<file path="src/rtl/mc_sequencer.sv">
// mc_sequencer: missionaries-and-cannibals river crossing with a built-in
// 11-move solution (AUTO) and validated manual boat loads (IDLE).
module mc_sequencer #(
    parameter int STEP_DIV = 1
) (
    input  logic       clk,
    input  logic       rst,
    input  logic       start,
    input  logic       abort,
    input  logic       step_valid,
    input  logic [1:0] step_m,
    input  logic [1:0] step_c,
    output logic       step_ready,
    output logic [1:0] missionary_left,
    output logic [1:0] cannibal_left,
    output logic       direction,
    output logic [4:0] move_cnt,
    output logic       busy,
    output logic       done,
    output logic       illegal
);
    typedef enum logic [1:0] {IDLE, AUTO, DONE} state_t;

    // Solution loads as {missionaries, cannibals}, move 0 in the low nibble.
    localparam logic [43:0] TABLE = 44'h21218581212;

    state_t     state_q, state_d;
    logic [1:0] m_q, m_d, c_q, c_d;
    logic       dir_q, dir_d, ill_q, ill_d, busy_q, done_q;
    logic [4:0] cnt_q, cnt_d;
    logic [3:0] idx_q, idx_d, pace_q, pace_d;

    logic [3:0] tab;
    logic [1:0] lm, lc, dm, dc, nm, nc, rm, rc;
    logic [2:0] sum;
    logic       legal, accept, wrap, go_home, apply;

    assign tab    = TABLE[{idx_q, 2'b00} +: 4];
    assign lm     = (state_q == AUTO) ? tab[3:2] : step_m;
    assign lc     = (state_q == AUTO) ? tab[1:0] : step_c;
    assign sum    = {1'b0, lm} + {1'b0, lc};
    assign dm     = dir_q ? 2'd3 - m_q : m_q;
    assign dc     = dir_q ? 2'd3 - c_q : c_q;
    assign nm     = dir_q ? m_q + lm : m_q - lm;
    assign nc     = dir_q ? c_q + lc : c_q - lc;
    assign rm     = 2'd3 - nm;
    assign rc     = 2'd3 - nc;
    assign legal  = (sum != 3'd0) && (sum <= 3'd2) && (dm >= lm) && (dc >= lc) &&
                    (nm == 2'd0 || nm >= nc) && (rm == 2'd0 || rm >= rc);
    assign step_ready = (state_q == IDLE) && !start;
    assign accept  = step_valid && step_ready;
    assign wrap    = pace_q == 4'(STEP_DIV - 1);
    assign go_home = (state_q == IDLE) ? start : abort;
    assign apply   = (accept && legal) || (state_q == AUTO && !abort && wrap);

    always_comb begin
        state_d = state_q;
        m_d     = m_q;
        c_d     = c_q;
        dir_d   = dir_q;
        cnt_d   = cnt_q;
        idx_d   = idx_q;
        pace_d  = pace_q;
        ill_d   = accept && !legal;
        if (go_home) begin
            m_d     = 2'd3;
            c_d     = 2'd3;
            dir_d   = 1'b0;
            cnt_d   = 5'd0;
            idx_d   = 4'd0;
            pace_d  = 4'd0;
            state_d = (state_q == IDLE) ? AUTO : IDLE;
        end else if (apply) begin
            m_d   = nm;
            c_d   = nc;
            dir_d = ~dir_q;
            cnt_d = cnt_q + 5'(cnt_q != 5'd31);
            // Only the final move of a solution lands everyone on the right.
            if (nm == 2'd0 && nc == 2'd0 && !dir_q) state_d = DONE;
        end
        if (state_q == AUTO && !abort) begin
            pace_d = wrap ? 4'd0 : pace_q + 4'd1;
            idx_d  = idx_q + 4'(wrap);
        end
    end

    always_ff @(posedge clk or posedge rst) begin
        if (rst) begin
            state_q <= IDLE;
            m_q     <= 2'd3;
            c_q     <= 2'd3;
            dir_q   <= 1'b0;
            cnt_q   <= 5'd0;
            idx_q   <= 4'd0;
            pace_q  <= 4'd0;
            ill_q   <= 1'b0;
            busy_q  <= 1'b0;
            done_q  <= 1'b0;
        end else begin
            state_q <= state_d;
            m_q     <= m_d;
            c_q     <= c_d;
            dir_q   <= dir_d;
            cnt_q   <= cnt_d;
            idx_q   <= idx_d;
            pace_q  <= pace_d;
            ill_q   <= ill_d;
            busy_q  <= state_d == AUTO;
            done_q  <= state_d == DONE;
        end
    end

    assign missionary_left = m_q;
    assign cannibal_left   = c_q;
    assign direction       = dir_q;
    assign move_cnt        = cnt_q;
    assign busy            = busy_q;
    assign done            = done_q;
    assign illegal         = ill_q;
endmodule
</file>
<file path="config.mk">
export PLATFORM = sky130hd
export DESIGN_NAME = mc_sequencer
export DESIGN_NICKNAME = d
export VERILOG_FILES = /design/src/rtl/mc_sequencer.sv
export SDC_FILE = /design/constraint.sdc
export NUM_CORES = 1
export LEC_CHECK = 0
export ABC_CLOCK_PERIOD_IN_PS = 3300
export CAP_MARGIN = 10
export CELL_PAD_IN_SITES_DETAIL_PLACEMENT = 0
export CELL_PAD_IN_SITES_GLOBAL_PLACEMENT = 1
export CORE_AREA = 2 2 76 70
export DETAILED_ROUTE_END_ITERATION = 10
export DIE_AREA = 0 0 78 72
export PLACE_DENSITY = 0.81
export SLEW_MARGIN = 20
export SYNTH_ARGS = -nofsm -noshare
export SYNTH_HDL_FRONTEND = slang
export SYNTH_SLANG_ARGS = --single-unit
export TNS_END_PERCENT = 1
</file>
<file path="constraint.sdc">
create_clock -name clk -period 3.3 [get_ports clk]
set_clock_uncertainty 0.1 [all_clocks]
set_input_delay 0.66 -clock clk [delete_from_list [all_inputs] [get_ports clk]]
set_output_delay 0.66 -clock clk [all_outputs]
set_load 0.01 [all_outputs]
</file>
; ---- After elaboration in Yosys (flattened, before gate mapping)
; Cells that the tools add are included.
[classes]
add_sub_neg = 12
n_lt_le_gt_ge = 5
n_eq_ne = 4
n_shift = 1
muxes = 23
bitwise_logic = 1
reduce_logical = 28
[op_table]
columns = op, count
row1 = indexed part select 44 x 7 -> 4 bit (first input constant), 1
row2 = 2-to-1 mux 2 bit, 13
row3 = 2-to-1 mux 4 bit, 4
row4 = logical AND 1 bit, 13
row5 = 2-to-1 mux 5 bit, 2
row6 = greater-or-equal comparator 2 bit, 4
row7 = logical NOT 2 bit, 4
row8 = subtractor 2 bit (first input constant), 4
row9 = adder 5 x 1 -> 5 bit, 1
row10 = != test 5 bit (second input constant), 1
row11 = adder 2 bit, 2
row12 = adder 4 x 1 -> 4 bit, 1
row13 = adder 4 x 1 -> 4 bit (second input constant), 1
row14 = equality test 2 x 1 -> 1 bit (second input constant), 2
row15 = logical NOT 1 bit, 4
row16 = logical NOT 4 bit, 1
row17 = 2-to-1 mux 1 bit, 4
row18 = nonzero test 2 bit, 2
row19 = subtractor 2 bit, 2
row20 = adder 2 x 2 -> 3 bit, 1
row21 = less-or-equal comparator 3 x 2 -> 1 bit (second input constant), 1
row22 = logical OR 1 bit, 3
row23 = nonzero test 3 bit, 1
row24 = equality test 2 bit (second input constant), 1
row25 = inverter 1 bit, 1
[word_totals]
reg_bits = 23
in_bits = 9
out_inout_bits = 14
elab_cells = 84

; ---- Logic depth before layout (Yosys ltp)
; Gate-level depths: netlist of run 1.
[logic_depth]
word_depth = 14
mapped_depth = 13
depth_no_buf = 12

; ---- Least setup slack after synthesis of run 1
; No wires, ideal clock.
[synth_timing]
path_type = register to register
startpoint = register state_q[1]
endpoint = register cnt_q[3], in the netlist move_cnt[3]
setup_ns = 0.130
arrival_time_ns = 3.420
required_ns = 3.070
path_slack_ns = -0.350
stages_incl_launch_ff = 14
n_path_buf = 1
period_less_slack_ns = 3.650
path_cell_list = dfrtp_1 -> nand2b_1 -> buf_6 -> mux2i_1 -> inv_1 -> ha_1 -> fa_1 -> xnor2_1 -> or3_1 -> nor3_1 -> o211ai_1 -> o211ai_4 -> o2111ai_1 -> mux2i_1
[synth_via]
elab_chain_len = 12
word_cells_on_any_way = 37
classes_between = 7 x add/sub / 5 x order compare / 1 x eq/ne / 6 x mux / 18 x reduce/logical
[synth_rtl]
columns = element, line
row1 = start: declaration, 27  ; state_t state_q, state_d;
row2 = start signal: assignment, 100  ; state_q <= state_d;
row3 = branches (longest 12 deep; another with subtractor 2 bit), n/a
row4 = end signal: assignment, 104  ; cnt_q <= cnt_d;
row5 = end: declaration, 30  ; logic [4:0] cnt_q, cnt_d;
; Several ways; the timed one is not identified.
; A chain may end at the register's enable or synchronous reset.

; ---- Worst setup path in the final report of run 1
[layout_timing]
startpoint = register idx_q[3]
endpoint = register cnt_q[3], in the netlist move_cnt[3]
[layout_via]
elab_chain_len = 12
word_cells_on_any_way = 30
classes_between = 7 x add/sub / 5 x order compare / 1 x shift / 4 x mux / 13 x reduce/logical
[layout_rtl]
columns = element, line
row1 = start: declaration, 31  ; logic [3:0] idx_q, idx_d, pace_q, pace_d;
row2 = start signal: assignment, 105  ; idx_q <= idx_d;
row3 = indexed part select 44 x 7 -> 4 bit (*), 38  ; assign tab = TABLE[{idx_q, 2'b00} +: 4];
row4 = branches (longest 7 deep; another with subtractor 2 bit), n/a
row5 = logical AND 1 bit (*), 49  ; (nm == 2'd0 || nm >= nc) && (rm == 2'd0 || rm >= rc);
row6 = logical AND 1 bit (*), 54  ; assign apply = (accept && legal) || (state_q == AUTO && !abort && wrap);
row7 = logical OR 1 bit (*), 54
row8 = nonzero test 2 bit (no line) (*), n/a
; Mark *: on every way between the ends.

==> impl_results.rst, run 1 <==
.. list-table::
   :header-rows: 1

   * - Metric
     - Value
   * - Run status
     - finished, violations left
   * - Violated checks
     - negative setup slack
   * - Final GP Congestion
     - 0.8950
   * - Routed via count
     - 1543
   * - Worst min-delay path class
     - flop to flop
   * - Worst-margin pin slew
     - 0.9056 ns
   * - Area of the die
     - 5616 sq um
   * - Dpl cells
     - 291
   * - Number of clock buffers inserted by TritonCTS
     - 3
   * - Violation count after the first detailed-routing iteration
     - 156
   * - Port Buffer Count
     - 22
   * - Max_slew headroom
     - 39.56%
   * - Post-synth EDFFs
     - 0
   * - Pin count of the biggest net entering global routing
     - 24
   * - Most repeated cell in the gate-level netlist after synthesis
     - dfrtp_1
   * - Fraction of layout instances using a drive strength above 1
     - 29.29%
   * - Clock latency on the worst-skew pair
     - 0.27 ns
   * - Routed wire length per instance
     - 13.61 um
   * - Half-perimeter wire length of the detailed placement result
     - 3168 um
   * - Core ar.
     - 4805 sq um
   * - P_leak
     - 1.086 nW
   * - Mapped Area
     - 1826 sq um
   * - Start point of the worst min-delay path
     - pace_q[3]
   * - P&R area growth vs syn
     - 35.30%
   * - Minimum clock period
     - 3.304 ns
   * - Worst-case clock buffer depth
     - 2
   * - Clock transition at the registers of the reported paths
     - 0.08 ns
   * - Endpoint, Worst Hold
     - pace_q[3]
   * - Finished Layout Cells
     - 304
   * - Met2 track demand over resource
     - 24.52%
   * - Final Cycle Share
     - 100.1%
   * - Yosys warnings
     - 0
   * - Area contributors post-synth
     - dfrtp_1 26%, ha_1 10%, dfstp_2 5.8%
   * - Total negative slack for setup checks
     - -0.003810 ns
   * - Crit path setup slack, layout
     - -0.003810 ns
   * - Post-synthesis cell count
     - 185
   * - Post-Route WL
     - 4136 um
   * - Register area share after synthesis
     - 31.80%
   * - Total Nets Final
     - 265
   * - Fraction of post-synthesis cell area in the top cell type by area
     - 26.05%
   * - Std-Cell Rows
     - 24
   * - Setup repair after global routing missed its margin
     - true
   * - Post-synth top flop
     - dfrtp_1
   * - Most utilized layer in the global route result
     - met2
   * - Number of slew-limit violations in the final report
     - 0
   * - Worst reg2reg path endpoint
     - move_cnt[3]
   * - Worst hold path depth
     - 1
   * - Number of different library cells in the post-synthesis netlist
     - 53
   * - Met1 usage in global routing
     - 23.66%
   * - Global route overflow
     - 0
   * - Initial antenna violation count
     - 0
   * - Most area-hungry cell type in the Yosys netlist
     - dfrtp_1
   * - IR drop worst, VDD
     - 0.3799 mV
   * - Detailed Routing Iterations Pass 1
     - 4
   * - Data required time of the critical path
     - 3.36 ns
   * - Data arrival time of the critical path
     - 3.36 ns
   * - Tot GR Track Use
     - 16.08%
   * - Antenna fix cells
     - 0
   * - MaxCap Viol Count
     - 0
   * - Average vias per placed instance
     - 5.076
   * - Fill cell instance count of the final layout
     - 454
   * - Final number of setup-violating endpoints
     - 1
   * - # clock sinks
     - 23
   * - Power per cell area
     - 958.8 nW/um^2
   * - Critical Setup Path Class
     - flop to flop
   * - Wire length of the first global-routing pass
     - 7148 um
   * - Flop and latch count out of synthesis
     - 23
   * - Max Clock Freq
     - 302.7 MHz
   * - Initial core utilization
     - 37.99%
   * - Fraction of registers with async set/reset
     - 100.0%
   * - Synth cell count leaders
     - 19 x dfrtp_1, 18 x nand2_1, 15 x ha_1
   * - Number of H-tree branching levels
     - 1
   * - Clock root buffer master
     - clkbuf_8
   * - Setup slack of the worst register-to-register path
     - -0.004 ns
   * - Cells on worst reg2reg path
     - 13
   * - Count of endpoints failing hold in the final timing report
     - 0
   * - Met3 track demand over resource
     - 2.239%
   * - Critical path peak fanout
     - 8
   * - Die H
     - 72 um
   * - Net count after synthesis
     - 210
   * - Via count of the first global-routing pass
     - 1531
   * - Routed Antenna Nets
     - 0
   * - Total DRC errors in the routed layout
     - 0
   * - Average size of a mapped cell
     - 9.868 sq um
   * - Crit path launch type
     - flop
   * - Width of the die
     - 78 um
   * - CTS hold repair buffers
     - 0
   * - Nature of the critical path endpoint
     - flop
   * - CTS tree
     - built
   * - Number of top-level pins
     - 23
   * - FF-to-FF Start
     - idx_q[3]
-- repair_timing --
action,CTS,global route
pin swaps,12,11
setup endpoints to repair,14,14
buffers inserted,8,1
resized for setup,9,1
-- registers in the layout, summed over array words and instances, names as in the netlist --
register,cells
move_cnt,5
idx_q,4
pace_q,4
cannibal_left,2
missionary_left,2
state_q,2
busy,1
direction,1
done,1
illegal,1
-- per-stage QoR --
step | hold slack [ns] | util (%) | worst slack (ns) | power (mW) | area (sq um)
4_1_cts | 0.3999 | 51.17 | -0.1181 | 2.369 | 2459
3_3_place_gp | 0.3809 | 48.72 | -0.4289 | 2.127 | 2341
2_1_floorplan | 0.3517 | - | -0.02362 | 1.605 | 1886
5_1_grt | 0.4112 | 51.41 | -0.1701 | 2.588 | 2470
6_report | 0.3953 | 51.41 | -0.003810 | 2.368 | 2470
3_5_place_dp | 0.3825 | 48.72 | -0.4833 | 2.139 | 2341
-- cell usage in the layout (no fill, tap or decap), types with 2 or more instances in the layout --
cell,synthesis,routed
inv_2,0,2
clkdlybuf4s50_1,0,18
dfstp_2,4,4
nand2b_1,3,2
and2_1,2,2
nor3_1,5,4
nand3_1,14,14
nand2_2,0,2
mux2i_4,2,3
clkbuf_8,0,3
o2111ai_2,0,2
buf_4,0,32
inv_1,11,9
dfrtp_1,19,19
xnor2_1,6,6
a21oi_1,4,4
dlygate4sd2_1,0,4
a22oi_1,2,2
mux2i_1,4,3
o21ai_0,9,8
nand4_1,3,3
nand2_1,18,16
nor2_1,11,11
nand2b_4,1,2
xor2_1,4,4
xnor2_4,3,3
ha_1,15,14
o21ai_1,8,9
o31ai_1,2,2
-- power breakdown --
group	internal, mW	switching [mW]	leakage [nW]
sequential	0.366	0.0806	0.300
clock	0.0865	0.0962	0.0228
combinational	0.870	0.869	0.764
-- critical path, cell delays in order, from the launching register on --
cell,delay [ns]
dfrtp_1,0.40
and4bb_2,0.27
mux2i_4,0.16
inv_2,0.07
ha_4,0.16
fa_1,0.45
xnor2_1,0.14
or3_4,0.38
nor3_4,0.21
buf_4,0.16
nand4_1,0.19
o211ai_4,0.22
o2111ai_2,0.15
mux2i_1,0.14
-- kinds of logic (layout without fill, tap and decap cells) --
group | after synthesis | after routing | share of synthesized area [%]
xor gates and xnor gates | 14 | 14 | 10.21
and+or+nand+nor | 68 | 68 | 19.88
adders and majority gates | 16 | 16 | 11.38
DFF | 23 | 23 | 31.80
AOI/OAI and AO/OA | 42 | 42 | 18.37
buffers and inverters | 16 | 70 | 3.701
muxes | 6 | 6 | 4.661
-- layout make-up --
cell class	count	area, sq um	area share, %
clock buffers	4	45.04	1.824
inverters	11	41.29	1.672
multi-input cells	146	1255	50.81
flip-flops and latches	23	580.6	23.51
well taps	65	81.33	3.293
repair buffers	55	466.7	18.90
-- worst max-delay path by stage --
stage / from / end / slack (ns) / cells past startpoint
2_1_floorplan: state_q[1] / move_cnt[3] / -0.02 / 13
3_3_place_gp: step_m[0] / move_cnt[3] / -0.43 / 12
3_5_place_dp: step_m[0] / move_cnt[3] / -0.48 / 12
4_1_cts: idx_q[3] / move_cnt[3] / -0.12 / 12
5_1_grt: idx_q[3] / move_cnt[3] / -0.17 / 12
6_report: idx_q[3] / move_cnt[3] / -0.004 / 13
-- per-layer routing --
layer / vias to the layer above / part of all wire (%) / wire length (um)
li1: 776 / - / -
met2: 36 / 46 / 1891
met3: 6 / 3.7 / 152
met1: 725 / 49 / 2020
met5: - / 0 / 0
met4: 0 / 1.7 / 72
Note: power is estimated with default switching activity, not from simulation.
==> run 2: changes to the inputs <==
Settings changed: PLACE_DENSITY 0.81 to not set, PLACE_DENSITY_LB_ADDON set to 0.1.
==> run 2 against run 1 <==
  * The run now ends clean
  * Register-to-register slack improved by 0.02 ns
  * Design area increased by 3.1%
  * Critical path depth decreased by 1
  * Critical endpoint is now move_cnt[4]
  * Count of clock-buffer cells in the layout decreased by 1
  * Via count increased by 1.9%
  * Utilization increased by 1.6 points
  * Highest routed layer unchanged
  * Non-clock buffer count increased by 7
  * Largest power group unchanged
  * Sequential share of layout area decreased by 0.70 points
  * Global-route usage increased by 1.7 points
  * Combinational power increased by 4%
  * Cell count increased by 2.3%
  * Worst hold slack improved by 0.011 ns
==> impl_results.rst, run 2 (synthesized netlist as in run 1, its figures left out) <==
.. list-table::
   :header-rows: 1

   * - Metric
     - Value
   * - Run status
     - complete, no violations
   * - Number of clock buffers inserted by TritonCTS
     - 3 (unchanged)
   * - Number of top-level pins
     - 23 (unchanged)
   * - Worst-margin pin slew
     - 0.8881 ns (-0.01750 ns)
   * - Core ar.
     - 4805 sq um (unchanged)
   * - Final Cycle Share
     - 99.63% (-0.49 points)
   * - Pin count of the biggest net entering global routing
     - 24 (unchanged)
   * - Violation count after the first detailed-routing iteration
     - 88 (-44%)
   * - Final number of setup-violating endpoints
     - 0 (-1)
   * - Average vias per placed instance
     - 5.055 (-0.41%)
   * - Post-Route WL
     - 4561 um (+10%)
   * - MaxCap Viol Count
     - 0 (unchanged)
   * - Critical path peak fanout
     - 8 (unchanged)
   * - Clock root buffer master
     - clkbuf_8
   * - Leading cell types in the layout, fill and taps excluded
     - 38 x buf_4, 19 x dfrtp_1, 18 x clkdlybuf4s50_1, 16 x nand2_1
   * - Initial core utilization
     - 37.99% (unchanged)
   * - Power after layout
     - 2.438 mW (+2.9%)
   * - Setup repair after global routing missed its margin
     - true
   * - Data required time of the critical path
     - 3.35 ns (about the same)
   * - Number of H-tree branching levels
     - 1 (unchanged)
   * - Total Nets Final
     - 272 (+2.6%)
   * - Power per cell area
     - 957.3 nW/um^2 (-0.16%)
   * - Minimum clock period
     - 3.288 ns (-0.01616 ns)
   * - Routed Antenna Nets
     - 0 (unchanged)
   * - Worst-path cell chain
     - and4bb_2, mux2i_4, inv_2, ha_4, fa_1, xnor2_1, or3_4, nor3_4, o211ai_1, o211ai_4, o2111ai_2, mux2i_1
   * - Initial antenna violation count
     - 0 (unchanged)
   * - Half-perimeter wire length of the detailed placement result
     - 3531 um (+11%)
   * - P_leak
     - 1.126 nW (+3.7%)
   * - IR drop worst, VDD
     - 0.5538 mV (+46%)
   * - Dpl cells
     - 297 (+2.1%)
   * - CTS tree
     - built
   * - Wire length of the first global-routing pass
     - 7935 um (+11%)
   * - Number of buffers and inverters on the critical path
     - 1 (-1)
   * - Part of the total power dissipated in the clock network
     - 7.4% (-0.3 points)
   * - Std-Cell Rows
     - 24 (unchanged)
   * - Cell area reported after detailed placement
     - 2386 sq um (+1.9%)
   * - Finished Layout Cells
     - 311 (+2.3%)
   * - Detailed Routing Iterations Pass 1
     - 4 (unchanged)
   * - Combinational share of power
     - 74.4% (+1.0 points)
   * - Crit path launch type
     - flop
   * - Worst-case clock buffer depth
     - 2 (unchanged)
   * - Category of cells accounting for the largest share of critical-path delay
     - simple AND/OR/NAND/NOR gates
   * - Port Buffer Count
     - 22 (unchanged)
   * - Tot GR Track Use
     - 17.82% (+1.7 points)
   * - Clock latency on the worst-skew pair
     - 0.27 ns (about the same)
   * - Nature of the critical path endpoint
     - flop
   * - Most common library cell in the layout ignoring fill and taps
     - buf_4
   * - Count of endpoints failing hold in the final timing report
     - 0 (unchanged)
   * - Number of slew-limit violations in the final report
     - 0 (unchanged)
   * - Global route overflow
     - 0 (unchanged)
   * - Area of the die
     - 5616 sq um (unchanged)
   * - Crit path setup slack, layout
     - 0.01235 ns (+0.01616 ns)
   * - Width of the die
     - 78 um (unchanged)
   * - Max Clock Freq
     - 304.2 MHz (+0.49%)
   * - Clock transition at the registers of the reported paths
     - 0.09 ns (about the same)
   * - Non-Filler Cell Area, Final
     - 2546 sq um (+3.1%)
   * - Worst min-delay path class
     - flop to flop
   * - Max_slew headroom
     - 40.73% (+1.2 points)
   * - Fraction of layout instances using a drive strength above 1
     - 32.11% (+2.8 points)
   * - Critical Setup Path Class
     - flop to flop
   * - Internal power component
     - 1.348 mW (+2.0%)
   * - Register share of total power
     - 18.2% (-0.6 points)
   * - Die H
     - 72 um (unchanged)
   * - Critical-path top delay cell
     - fa_1
   * - Routed via count
     - 1572 (+1.9%)
   * - Power spent charging and discharging nets
     - 1.089 mW (+4.2%)
   * - CTS hold repair buffers
     - 0 (unchanged)
   * - Crit-path max cell delay
     - 0.45 ns (about the same)
   * - Via count of the first global-routing pass
     - 1649 (+7.7%)
   * - Final GP Congestion
     - 0.8683 (-3.0%)
   * - P&R area growth vs syn
     - 39.48%
   * - Switching portion of total power
     - 44.70% (+0.53 points)
   * - Dpl ws
     - -0.4895 ns (-0.006223 ns)
   * - Data arrival time of the critical path
     - 3.34 ns (-0.02 ns)
   * - # clock sinks
     - 23 (unchanged)
   * - Number of flip-flops in the largest register
     - 5 (unchanged)
   * - Total DRC errors in the routed layout
     - 0 (unchanged)
   * - Routed wire length per instance
     - 14.67 um (+7.8%)
   * - Antenna fix cells
     - 0 (unchanged)
   * - Worst-case hold slack
     - 0.4061 ns (+0.01081 ns)
run 2: layout make-up:
| cell class | instances | area [sq um] |
|---|---|---|
| multi-input combinational | 146 | 1271 |
| timing repair buffer | 62 | 523.0 |
| clock buffer | 3 | 41.29 |
| sequential | 23 | 580.6 |
| fill | 470 | 2258 |
| clock inverter | 1 | 7.507 |
| inverter | 11 | 41.29 |
| tap | 65 | 81.33 |
run 2: worst paths after layout:
check	startpoint	to	slack, ns	cells after the start
min in group asynchronous	rst	pace_q[1]	0.77	2
setup / recovery	idx_q[2]	move_cnt[4]	0.01	12
hold reg to reg	move_cnt[4]	move_cnt[4]	0.41	1
setup reg to reg	idx_q[2]	move_cnt[4]	0.01	12
max in group asynchronous	rst	illegal	1.78	2
hold / removal	move_cnt[4]	move_cnt[4]	0.41	1
run 2: timing repair:
item | 4_1_cts | 5_1_grt
gates cloned | 0 | 0
pin swaps | 14 | 11
gates resized for setup | 11 | 2
setup endpoints to repair | 14 | 14
buffers inserted | 8 | 2
run 2: per-layer routing:
metal,global-route usage (%),routed length (um)
met5,0,0
met4,2.924,36
met3,1.990,128
met2,31.70,2247
met1,23.99,2149
run 2: power by group through the flow:
stage          Clock [mW]  Sequential [mW]  Combinational [mW]
6_report            0.180            0.444                1.81
5_1_grt             0.204            0.456                1.98
4_1_cts             0.186            0.444                1.81
3_5_place_dp            0            0.450                1.73
3_3_place_gp            0            0.444                1.69
2_1_floorplan           0            0.459                1.15
run 2: worst register-to-register path: stages, from the launching register on:
cell       delay, ns
dfrtp_1         0.41
and4bb_2        0.26
mux2i_4         0.15
inv_2           0.07
ha_4            0.15
fa_1            0.45
xnor2_1         0.14
or3_4           0.38
nor3_4          0.19
o211ai_1        0.22
o211ai_4        0.37
o2111ai_2       0.15
mux2i_1         0.14
run 2: stage by stage:
stage | util (%) | TNS [ns]
after floorplan | - | -0.05103
after global placement | 49.66 | -5.807
after detailed placement | 49.66 | -6.506
after CTS | 52.53 | -1.292
after global routing | 52.99 | -2.506
final | 52.99 | 0
